### config.mk
export PLATFORM = sky130hd
export DESIGN_NAME = wave_meas
export DESIGN_NICKNAME = d
export VERILOG_FILES = /design/src/rtl/wave_meas.sv
export SDC_FILE = /design/constraint.sdc
export NUM_CORES = 1
export LEC_CHECK = 0
export CAP_MARGIN = 10
export CORE_ASPECT_RATIO = 1.25
export CORE_MARGIN = 2
export CORE_UTILIZATION = 56
export DETAILED_ROUTE_END_ITERATION = 8
export PLACE_DENSITY = 0.8
export SLEW_MARGIN = 20
export SYNTH_ARGS = -nofsm -noshare
export SYNTH_HDL_FRONTEND = slang
export SYNTH_SLANG_ARGS = --single-unit
### constraint.sdc
create_clock -name clk -period 5.2 [get_ports clk]
set_input_delay 0.52 -clock clk [delete_from_list [all_inputs] [get_ports clk]]
set_output_delay 0.52 -clock clk [all_outputs]
set_load 0.05 [all_outputs]
### src/rtl/wave_meas.sv
// wave_meas: receive-side measurement of an 8-bit sample stream.
// Detects rising threshold crossings with hysteresis. For each waveform period
// it reports the period length, the high time and the min/max sample. The
// threshold follows the signal midpoint, and no_signal is raised on a timeout.
//
// Ports:
//   clk, rst    system clock, synchronous active-high reset
//   sample_in   8-bit sample, taken every clock
//   period_out  clocks between the last two rising crossings
//   high_out    clocks at level high within that period
//   min_out     minimum sample seen in that period
//   max_out     maximum sample seen in that period
//   meas_valid  one-cycle pulse when the four result outputs update
//   no_signal   sticky timeout flag, cleared by the next meas_valid
//   locked      high while measuring (a crossing has been seen)
module wave_meas #(
    parameter int unsigned THR_INIT = 128,
    parameter int unsigned HYST     = 8,
    parameter int unsigned TIMEOUT  = 1000000
) (
    input  logic        clk,
    input  logic        rst,
    input  logic [7:0]  sample_in,
    output logic [31:0] period_out,
    output logic [31:0] high_out,
    output logic [7:0]  min_out,
    output logic [7:0]  max_out,
    output logic        meas_valid,
    output logic        no_signal,
    output logic        locked
);

    localparam int unsigned SW = 8;
    localparam int unsigned CW = 32;
    localparam logic [SW:0]   HYST9   = (SW+1)'(HYST);
    localparam logic [SW:0]   SWING9  = (SW+1)'(2 * HYST);
    localparam logic [SW-1:0] THR_RST = SW'(THR_INIT);
    localparam logic [CW-1:0] TO_LAST = CW'(TIMEOUT - 1);

    typedef enum logic {ACQUIRE = 1'b0, MEASURE = 1'b1} state_e;

    state_e         state_q, state_d;
    logic [SW-1:0]  s_q;
    logic           vld_q;
    logic           lvl_q, lvl_d;
    logic [SW-1:0]  thr_q, thr_d;
    logic [CW-1:0]  cnt_q, cnt_d;
    logic [CW-1:0]  hcnt_q, hcnt_d;
    logic [SW-1:0]  rmin_q, rmin_d, rmax_q, rmax_d;
    logic [CW-1:0]  period_q, period_d, high_q, high_d;
    logic [SW-1:0]  min_q, min_d, max_q, max_d;
    logic           mvalid_q, mvalid_d, nosig_q, nosig_d, locked_q, locked_d;

    logic [SW:0]    hi_sum, lo_dif, mid_sum, swing;
    logic [SW-1:0]  hi_thr, lo_thr, mid, trk_min, trk_max;
    logic           rise, fall, lvl_nx, timeout, swing_ok;

    // Clamped hysteresis thresholds and level detector
    always_comb begin
        hi_sum  = {1'b0, thr_q} + HYST9;
        lo_dif  = {1'b0, thr_q} - HYST9;
        hi_thr  = hi_sum[SW] ? {SW{1'b1}} : hi_sum[SW-1:0];
        lo_thr  = lo_dif[SW] ? {SW{1'b0}} : lo_dif[SW-1:0];
        rise    = !lvl_q && (s_q >= hi_thr);
        fall    = lvl_q && (s_q <= lo_thr);
        lvl_nx  = rise ? 1'b1 : (fall ? 1'b0 : lvl_q);
        timeout = !rise && (cnt_q == TO_LAST);
    end

    // Window midpoint and swing; the reset-time s_q is not a real sample, so vld_q gates tracking
    always_comb begin
        mid_sum  = {1'b0, rmax_q} + {1'b0, rmin_q};
        mid      = mid_sum[SW:1];
        swing    = {1'b0, rmax_q} - {1'b0, rmin_q};
        swing_ok = (rmax_q > rmin_q) && (swing > SWING9);
        trk_min  = (vld_q && (s_q < rmin_q)) ? s_q : rmin_q;
        trk_max  = (vld_q && (s_q > rmax_q)) ? s_q : rmax_q;
    end

    // Next-state and result logic
    always_comb begin
        state_d  = state_q;
        lvl_d    = lvl_nx;
        thr_d    = thr_q;
        cnt_d    = cnt_q + CW'(1);
        hcnt_d   = hcnt_q;
        rmin_d   = trk_min;
        rmax_d   = trk_max;
        period_d = period_q;
        high_d   = high_q;
        min_d    = min_q;
        max_d    = max_q;
        mvalid_d = 1'b0;
        nosig_d  = nosig_q;
        if (rise) begin
            // The rise cycle opens a new period
            state_d = MEASURE;
            cnt_d   = CW'(1);
            hcnt_d  = CW'(1);
            rmin_d  = s_q;
            rmax_d  = s_q;
            if (state_q == MEASURE) begin
                period_d = cnt_q;
                high_d   = hcnt_q;
                min_d    = rmin_q;
                max_d    = rmax_q;
                mvalid_d = 1'b1;
                nosig_d  = 1'b0;
                thr_d    = mid;
            end
        end else if (timeout) begin
            state_d = ACQUIRE;
            nosig_d = 1'b1;
            cnt_d   = '0;
            hcnt_d  = '0;
            lvl_d   = 1'b0;
            rmin_d  = s_q;
            rmax_d  = s_q;
            thr_d   = swing_ok ? mid : THR_RST;
        end else if (state_q == MEASURE) begin
            hcnt_d = hcnt_q + CW'(lvl_nx);
        end
        locked_d = (state_d == MEASURE);
    end

    // State and result registers
    always_ff @(posedge clk) begin
        if (rst) begin
            state_q  <= ACQUIRE;
            s_q      <= '0;
            vld_q    <= 1'b0;
            lvl_q    <= 1'b0;
            thr_q    <= THR_RST;
            cnt_q    <= '0;
            hcnt_q   <= '0;
            rmin_q   <= {SW{1'b1}};
            rmax_q   <= '0;
            period_q <= '0;
            high_q   <= '0;
            min_q    <= '0;
            max_q    <= '0;
            mvalid_q <= 1'b0;
            nosig_q  <= 1'b0;
            locked_q <= 1'b0;
        end else begin
            state_q  <= state_d;
            s_q      <= sample_in;
            vld_q    <= 1'b1;
            lvl_q    <= lvl_d;
            thr_q    <= thr_d;
            cnt_q    <= cnt_d;
            hcnt_q   <= hcnt_d;
            rmin_q   <= rmin_d;
            rmax_q   <= rmax_d;
            period_q <= period_d;
            high_q   <= high_d;
            min_q    <= min_d;
            max_q    <= max_d;
            mvalid_q <= mvalid_d;
            nosig_q  <= nosig_d;
            locked_q <= locked_d;
        end
    end

    assign period_out = period_q;
    assign high_out   = high_q;
    assign min_out    = min_q;
    assign max_out    = max_q;
    assign meas_valid = mvalid_q;
    assign no_signal  = nosig_q;
    assign locked     = locked_q;

endmodule

==> results of run 1 <==
## cell usage in the layout (no fill, tap or decap), types with 17 or more instances in the layout
master             n
mux2i_1           19
clkdlybuf4s50_1   91
nand4_1           18
nand2_1          210
inv_1             28
dfxtp_1          181
xor2_1            50
xnor2_1           19
nand3_1           23
clkbuf_16         17
ha_1              52
a21oi_1          102
nor2_1            96
## registers in the layout, summed over array words and instances, names as in the netlist, 8 cells and up
signal,flops
period_out,32
s_q,8
hcnt_q,32
rmin_q,8
cnt_q,32
high_out,32
rmax_q,8
max_out,8
thr_q,8
min_out,8
## area by class of cell
cell class,count,area (sq um),share of cell area
clock buffers,22,484,0.0494
flip-flops and latches,181,3620,0.369
multi-input cells,720,4320,0.441
well taps,178,223,0.0227
repair buffers,97,956,0.0974
inverters,29,109,0.0111
clock inverters,10,93.8,0.00957
## report_power, final
part | switching, W | internal (W) | total (W)
clock network | 0.000532 | 0.000713 | 0.00124
logic | 0.000183 | 0.000120 | 0.000304
registers | 0.0000386 | 0.00141 | 0.00145
total | 0.000754 | 0.00224 | 0.00300
## path summary, 6_finish.rpt
check	endpoint	slack (ns)	cells after the start
setup / recovery	hcnt_q[28]$_SDFFE_PP0P_	0.87	20
hold reg to reg	high_out[3]$_SDFFE_PP0P_	0.45	2
setup reg to reg	hcnt_q[28]$_SDFFE_PP0P_	0.87	20
hold / removal	min_out[2]$_SDFFE_PP0P_	0.35	2
## cells by family after synthesis
kind of cell / after synthesis
compound gates: 159
xor+xnor: 69
fa+ha+maj: 54
buf+inv: 73
flops: 181
mux: 20
simple gates: 418
## through the flow
stage / setup WS, ns / hold WS (ns) / instance area, sq um
6_report: 0.872 / 0.355 / 9810
5_1_grt: 0.470 / 0.358 / 9810
4_1_cts: 0.884 / 0.339 / 9810
3_5_place_dp: 1.01 / 0.446 / 9230
3_3_place_gp: 1.13 / 0.440 / 9230
2_1_floorplan: 1.38 / 0.444 / 8220
## worst max-delay path, stage by stage, from the launching register on
cell	delay (ns)
dfxtp_1	0.38
or3_1	0.38
or3_1	0.41
and2_1	0.20
ha_1	0.18
nor2b_1	0.11
o21ai_0	0.08
nand2b_1	0.07
a21oi_1	0.06
nor2_1	0.09
a211oi_1	0.06
o21ai_0	0.25
ha_1	0.22
ha_1	0.20
and4_1	0.26
nor2b_1	0.23
nand3_1	0.20
nor3_1	0.40
nand3_1	0.14
xor2_1	0.19
nor2_1	0.07
## routing by layer
| metal | vias up | routed length (um) | global-route usage |
|---|---|---|---|
| met4 | 0 | 532 | 0.0969 |
| met5 | - | 0 | 0 |
| met1 | 3171 | 7920 | 0.284 |
| met3 | 37 | 848 | 0.0549 |
| li1 | 3413 | - | - |
| met2 | 161 | 9090 | 0.398 |
==> summary.txt, run 1 <==
Outcome
  – Status: finished clean

Synthesis
  – Cells after synthesis: 974
  – Sequential-to-total area share from yosys stat: 0.441
  – Simple-gate share of the synthesized area: 0.224
  – Synth area leader: dfxtp_1
  – Top-count cell post-synth: nand2_1
  – Post-Synth Adder-Cell Area: 0.0841
  – Post-synth ARST share: 0
  – Synth cell types: 55
  – Synthesis-stage register bit count: 181
  – Ys Warns: 0
  – Most used DFF post-synth: dfxtp_1
  – Number of synthesized flops with an enable pin: 0
  – Post-Synth XOR/XNOR Area: 0.0736
  – Yosys top cell area share: 0.441
  – Largest family of logic cells by synthesized area: simple AND/OR/NAND/NOR gates
  – Synth Area in Compound Gates: 0.118
  – Synth area leaders: dfxtp_1, nand2_1, ha_1
  – Mean post-synth cell area: 8.43 sq um
  – Net count after synthesis: 1038
  – Synth top cells by count: nand2_1, dfxtp_1, a21oi_1, nor2_1, ha_1
  – Mux cell area share after synthesis: 0.0245
  – Post-Syn Area: 8220 sq um

Final layout
  – Fillers: 1165
  – Fin cells: 1237
  – Layout cells sized above 1: 0.0519
  – Ant diodes: 0
  – Layout area overhead: 19.4%
  – Util after Layout: 0.684
  – Final #Nets: 1110

GRT
  – GRT Residual Overflow: 0
  – Initial antenna violation count: 0
  – Largest net degree at the start of global routing: 92
  – Overall global routing resource usage: 0.234
  – First-pass GRT wire length: 30.2 mm
  – Vias in the first global route: 6381

Detailed routing
  – Overall routed net length: 18.4 mm
  – Wire per inst: 14.9 um
  – DRC viols: 0
  – Initial DRC count: 360
  – Routed vias: 6782
  – Routed Antenna Nets: 0
  – Vias/cell: 5.48
  – DR pass1 iterations: 4

STA
  – Post-route clock period utilization: 0.832
  – Clk_skew: 0.0120 ns
  – Rel. slew slack: 0.366
  – Slew Limit Fails: 0
  – Unrepaired setup endpoints after global routing: false
  – Slew @ Worst Pin: 0.952 ns
  – Setup TNS Final: 0 ns
  – Final Hold Fails: 0
  – Final Critical Period: 4.33 ns
  – Final setup viols: 0
  – Max Freq: 0.231 GHz

Min path
  – Hold Crit Class: input port to flop
  – Hold Startpoint: rst

Power
  – Tot Pwr: 0.00300 W
  – Worst VDD drop: 0.000203 V
  – Leakage: 3.73 nW
  – PwrDens: 306 nW/um^2

CTS
  – Clock Sinks: 181
  – CTS resizes: 0
  – H-tree depth: 4
  – CTS Buf Count: 17
  – Hold Buf Count CTS: 0
  – Worst-case clock buffer depth: 2
  – Clock transition at the registers of the reported paths: 0.07 ns
  – Later-pin clock latency in the skew report: 0.43 ns
  – Post-CTS Setup Bufs: 0
  – CTS Root Cell: clkbuf_16
  – CTS tree: yes

Floorplanning
  – Die Footprint: 15700 sq um
  – Die Wd: 112 um
  – Die Y: 139 um
  – Core region area: 14300 sq um
  – IO Pins: 93
  – Num rows: 49
  – Initial Util: 0.573

Critical path
  – Crit. End Element: flop
  – Critical path class: flop to flop
  – Arrival @ worst endpoint: 4.61 ns
  – Critical R2R Launch: thr_q[5]$_SDFFE_PP0P_
  – Crit-path max FO: 8
  – Crit path from: thr_q[5]$_SDFFE_PP0P_
  – CP Launch Type: flop
  – CP required: 5.48 ns

Place
  – GP Congestion: 0.885
  – Dpl hpwl: 12.5 mm
  – Port Buffer Count: 92
  – Cell count after placement: 1205

Flow run
  – Max Cap Violations: 0
Power figures use the tool's default switching activity.
==> inputs of run 2 (changes only) <==
clock period = 4.49 ns   (was 5.2 ns; I/O delays follow)
==> summary.txt, run 2 (same netlist as run 1, synthesis figures left out) <==
Outcome
  – Status: finished clean

Floorplanning
  – Die Y: 139 um (unchanged)
  – Core region area: 14300 sq um (unchanged)
  – IO Pins: 93 (unchanged)
  – Die Footprint: 15700 sq um (unchanged)
  – Die Wd: 112 um (unchanged)
  – Num rows: 49 (unchanged)
  – Initial Util: 0.573 (unchanged)

STA
  – Setup TNS Final: 0 ns (unchanged)
  – Final Critical Period: 4.12 ns (-0.206 ns)
  – Final setup margin: 0.368 ns (-0.504 ns)
  – Clk_skew: 0.00969 ns (-0.00234 ns)
  – Post-route clock period utilization: 0.918 (+0.0857)
  – Unrepaired setup endpoints after global routing: false
  – Final setup viols: 0 (unchanged)
  – Max Freq: 0.243 GHz (+5.0%)
  – Slew Limit Fails: 0 (unchanged)
  – Final Hold Fails: 0 (unchanged)
  – Slew @ Worst Pin: 1.05 ns (+0.0940 ns)
  – Fin Hold WS: 0.315 ns (-0.0396 ns)
  – Rel. slew slack: 0.303 (-0.0627)

Critical path
  – Worst r2r path cells: 20 (unchanged)
  – Crit-path max FO: 6 (-2)
  – Arrival @ worst endpoint: 4.41 ns (-0.20 ns)
  – Critical path's largest stage delay: 0.43 ns (+0.02 ns)
  – Reg2reg setup slack: 0.37 ns (-0.50 ns)
  – CP cell instances: or3_1 -> or3_1 -> and2_1 -> ha_1 -> nor2b_1 -> o21ai_0 -> nand2b_1 -> a21oi_1 -> nor2_1 -> a211oi_1 -> o21ai_0 -> ha_1 -> ha_1 -> and4_1 -> nor2b_1 -> nand3_2 -> nor3_4 -> nand3_1 -> xor2_1 -> nor2_1
  – CP most frequent cell: ha_1
  – CP required: 4.78 ns (-0.70 ns)
  – CP Launch Type: flop
  – Critical R2R Launch: thr_q[3]$_SDFFE_PP0P_
  – Worst R2R End: hcnt_q[28]$_SDFFE_PP0P_
  – Critical path class: flop to flop
  – Crit. End Element: flop
  – Worst path slowest cell: or3_1

Final layout
  – Most common cell after layout, fill and taps aside: nand2_1
  – Finished layout cell area: 9850 sq um (+0.45%)
  – Layout area overhead: 20.0%
  – Ant diodes: 0 (unchanged)
  – Final #Nets: 1111 (+0.090%)
  – Fillers: 1152 (-1.1%)
  – Layout cells sized above 1: 0.0528 (+0.000894)
  – Most frequent cells in the layout: nand2_1, dfxtp_1, a21oi_1

CTS
  – CTS Root Cell: clkbuf_16
  – CTS resizes: 0 (unchanged)
  – Later-pin clock latency in the skew report: 0.43 ns (about the same)
  – Clock Sinks: 181 (unchanged)
  – CTS Buf Count: 17 (unchanged)
  – CTS tree: yes
  – H-tree depth: 4 (unchanged)
  – Hold Buf Count CTS: 0 (unchanged)
  – Post-CTS Setup Bufs: 0 (unchanged)
  – Worst-case clock buffer depth: 2 (unchanged)
  – Clock transition at the registers of the reported paths: 0.07 ns (about the same)

GRT
  – Initial antenna violation count: 0 (unchanged)
  – First-pass GRT wire length: 30.4 mm (+0.75%)
  – Vias in the first global route: 6363 (-0.28%)
  – Largest net degree at the start of global routing: 100 (+8.7%)
  – GRT Residual Overflow: 0 (unchanged)
  – Overall global routing resource usage: 0.235 (+0.00118)

Flow run
  – Max Cap Violations: 0 (unchanged)

Detailed routing
  – Routed vias: 6789 (+0.10%)
  – Vias/cell: 5.48 (about the same)
  – DR pass1 iterations: 4 (unchanged)
  – Overall routed net length: 18.4 mm (+0.29%)
  – Routed Antenna Nets: 0 (unchanged)
  – DRC viols: 0 (unchanged)
  – Wire per inst: 14.9 um (+0.21%)
  – Initial DRC count: 341 (-5.3%)

Place
  – Post-place setup slack: 0.318 ns (-0.693 ns)
  – GP Congestion: 0.876 (-1.0%)
  – Dpl hpwl: 12.6 mm (+1.2%)
  – Cell Area, Placed: 9250 sq um (+0.22%)
  – Port Buffer Count: 92 (unchanged)

Power
  – Internal Power: 0.00262 W (+17%)
  – Clock Power Share: 0.416 (about the same)
  – Switching Share: 0.247 (-0.00422)
  – Sequential share of power: 0.482 (-0.002)
  – PwrDens: 354 nW/um^2 (+16%)
  – Leakage: 3.75 nW (+0.54%)
  – NetSw: 0.000862 W (+14%)
  – Tot Pwr: 0.00349 W (+16%)
  – Worst VDD drop: 0.000253 V (+25%)
  – Comb pwr share: 0.102 (about the same)

Min path
  – Hold Crit Class: input port to flop
  – Hold Startpoint: rst
  – Hold Path Sink: vld_q$_DFF_P_
  – Worst hold stages: 2 (unchanged)
## run 2: layout make-up
class	instances	area [sq um]	area share
clock buffer	24	472	0.0479
clock inverter	8	100	0.0102
inverter	29	109	0.0110
multi-input combinational	720	4350	0.442
sequential	181	3620	0.368
tap	178	223	0.0226
timing repair buffer	98	976	0.0990
## run 2: worst max-delay path, delay by kind of cell, from the launching register on
kind / cells / cell delay (ns)
adder cells (fa/ha/maj): 3 / 0.59
XOR/XNOR: 1 / 0.16
AND/OR/NAND/NOR: 12 / 2.44
AO/OA/AOI/OAI: 4 / 0.43
flip-flops: 1 / 0.35
## run 2: worst max-delay path by stage
stage | depth (start not counted) | start | endpoint | slack (ns)
floorplan | 21 | thr_q[5]$_SDFFE_PP0P_ | hcnt_q[30]$_SDFFE_PP0P_ | 0.67
global placement | 20 | thr_q[3]$_SDFFE_PP0P_ | hcnt_q[30]$_SDFFE_PP0P_ | 0.40
detailed placement | 20 | thr_q[3]$_SDFFE_PP0P_ | hcnt_q[28]$_SDFFE_PP0P_ | 0.32
CTS | 20 | thr_q[5]$_SDFFE_PP0P_ | hcnt_q[28]$_SDFFE_PP0P_ | 0.25
global route | 20 | thr_q[5]$_SDFFE_PP0P_ | hcnt_q[31]$_SDFFE_PP0P_ | 0.01
finish | 20 | thr_q[3]$_SDFFE_PP0P_ | hcnt_q[28]$_SDFFE_PP0P_ | 0.37
## run 2: routing by layer
layer	GRT usage	part of all wire
met5	0	0
met4	0.0847	0.019
met3	0.0409	0.037
met2	0.412	0.51
met1	0.290	0.43
## run 2: metrics by stage
stage / instances / utilization
2_1_floorplan: 974 / -
3_3_place_gp: 1206 / 0.645
3_5_place_dp: 1206 / 0.645
4_1_cts: 1238 / 0.685
5_1_grt: 1238 / 0.687
6_report: 1238 / 0.687
## run 2: power by group through the flow
stage	Sequential, W	Combinational [W]	Clock [W]
final	0.00168	0.000356	0.00145
after global routing	0.00168	0.000394	0.00153
after CTS	0.00168	0.000356	0.00146
after detailed placement	0.00171	0.000352	0
after global placement	0.00171	0.000341	0
after floorplan	0.00171	0.000261	0
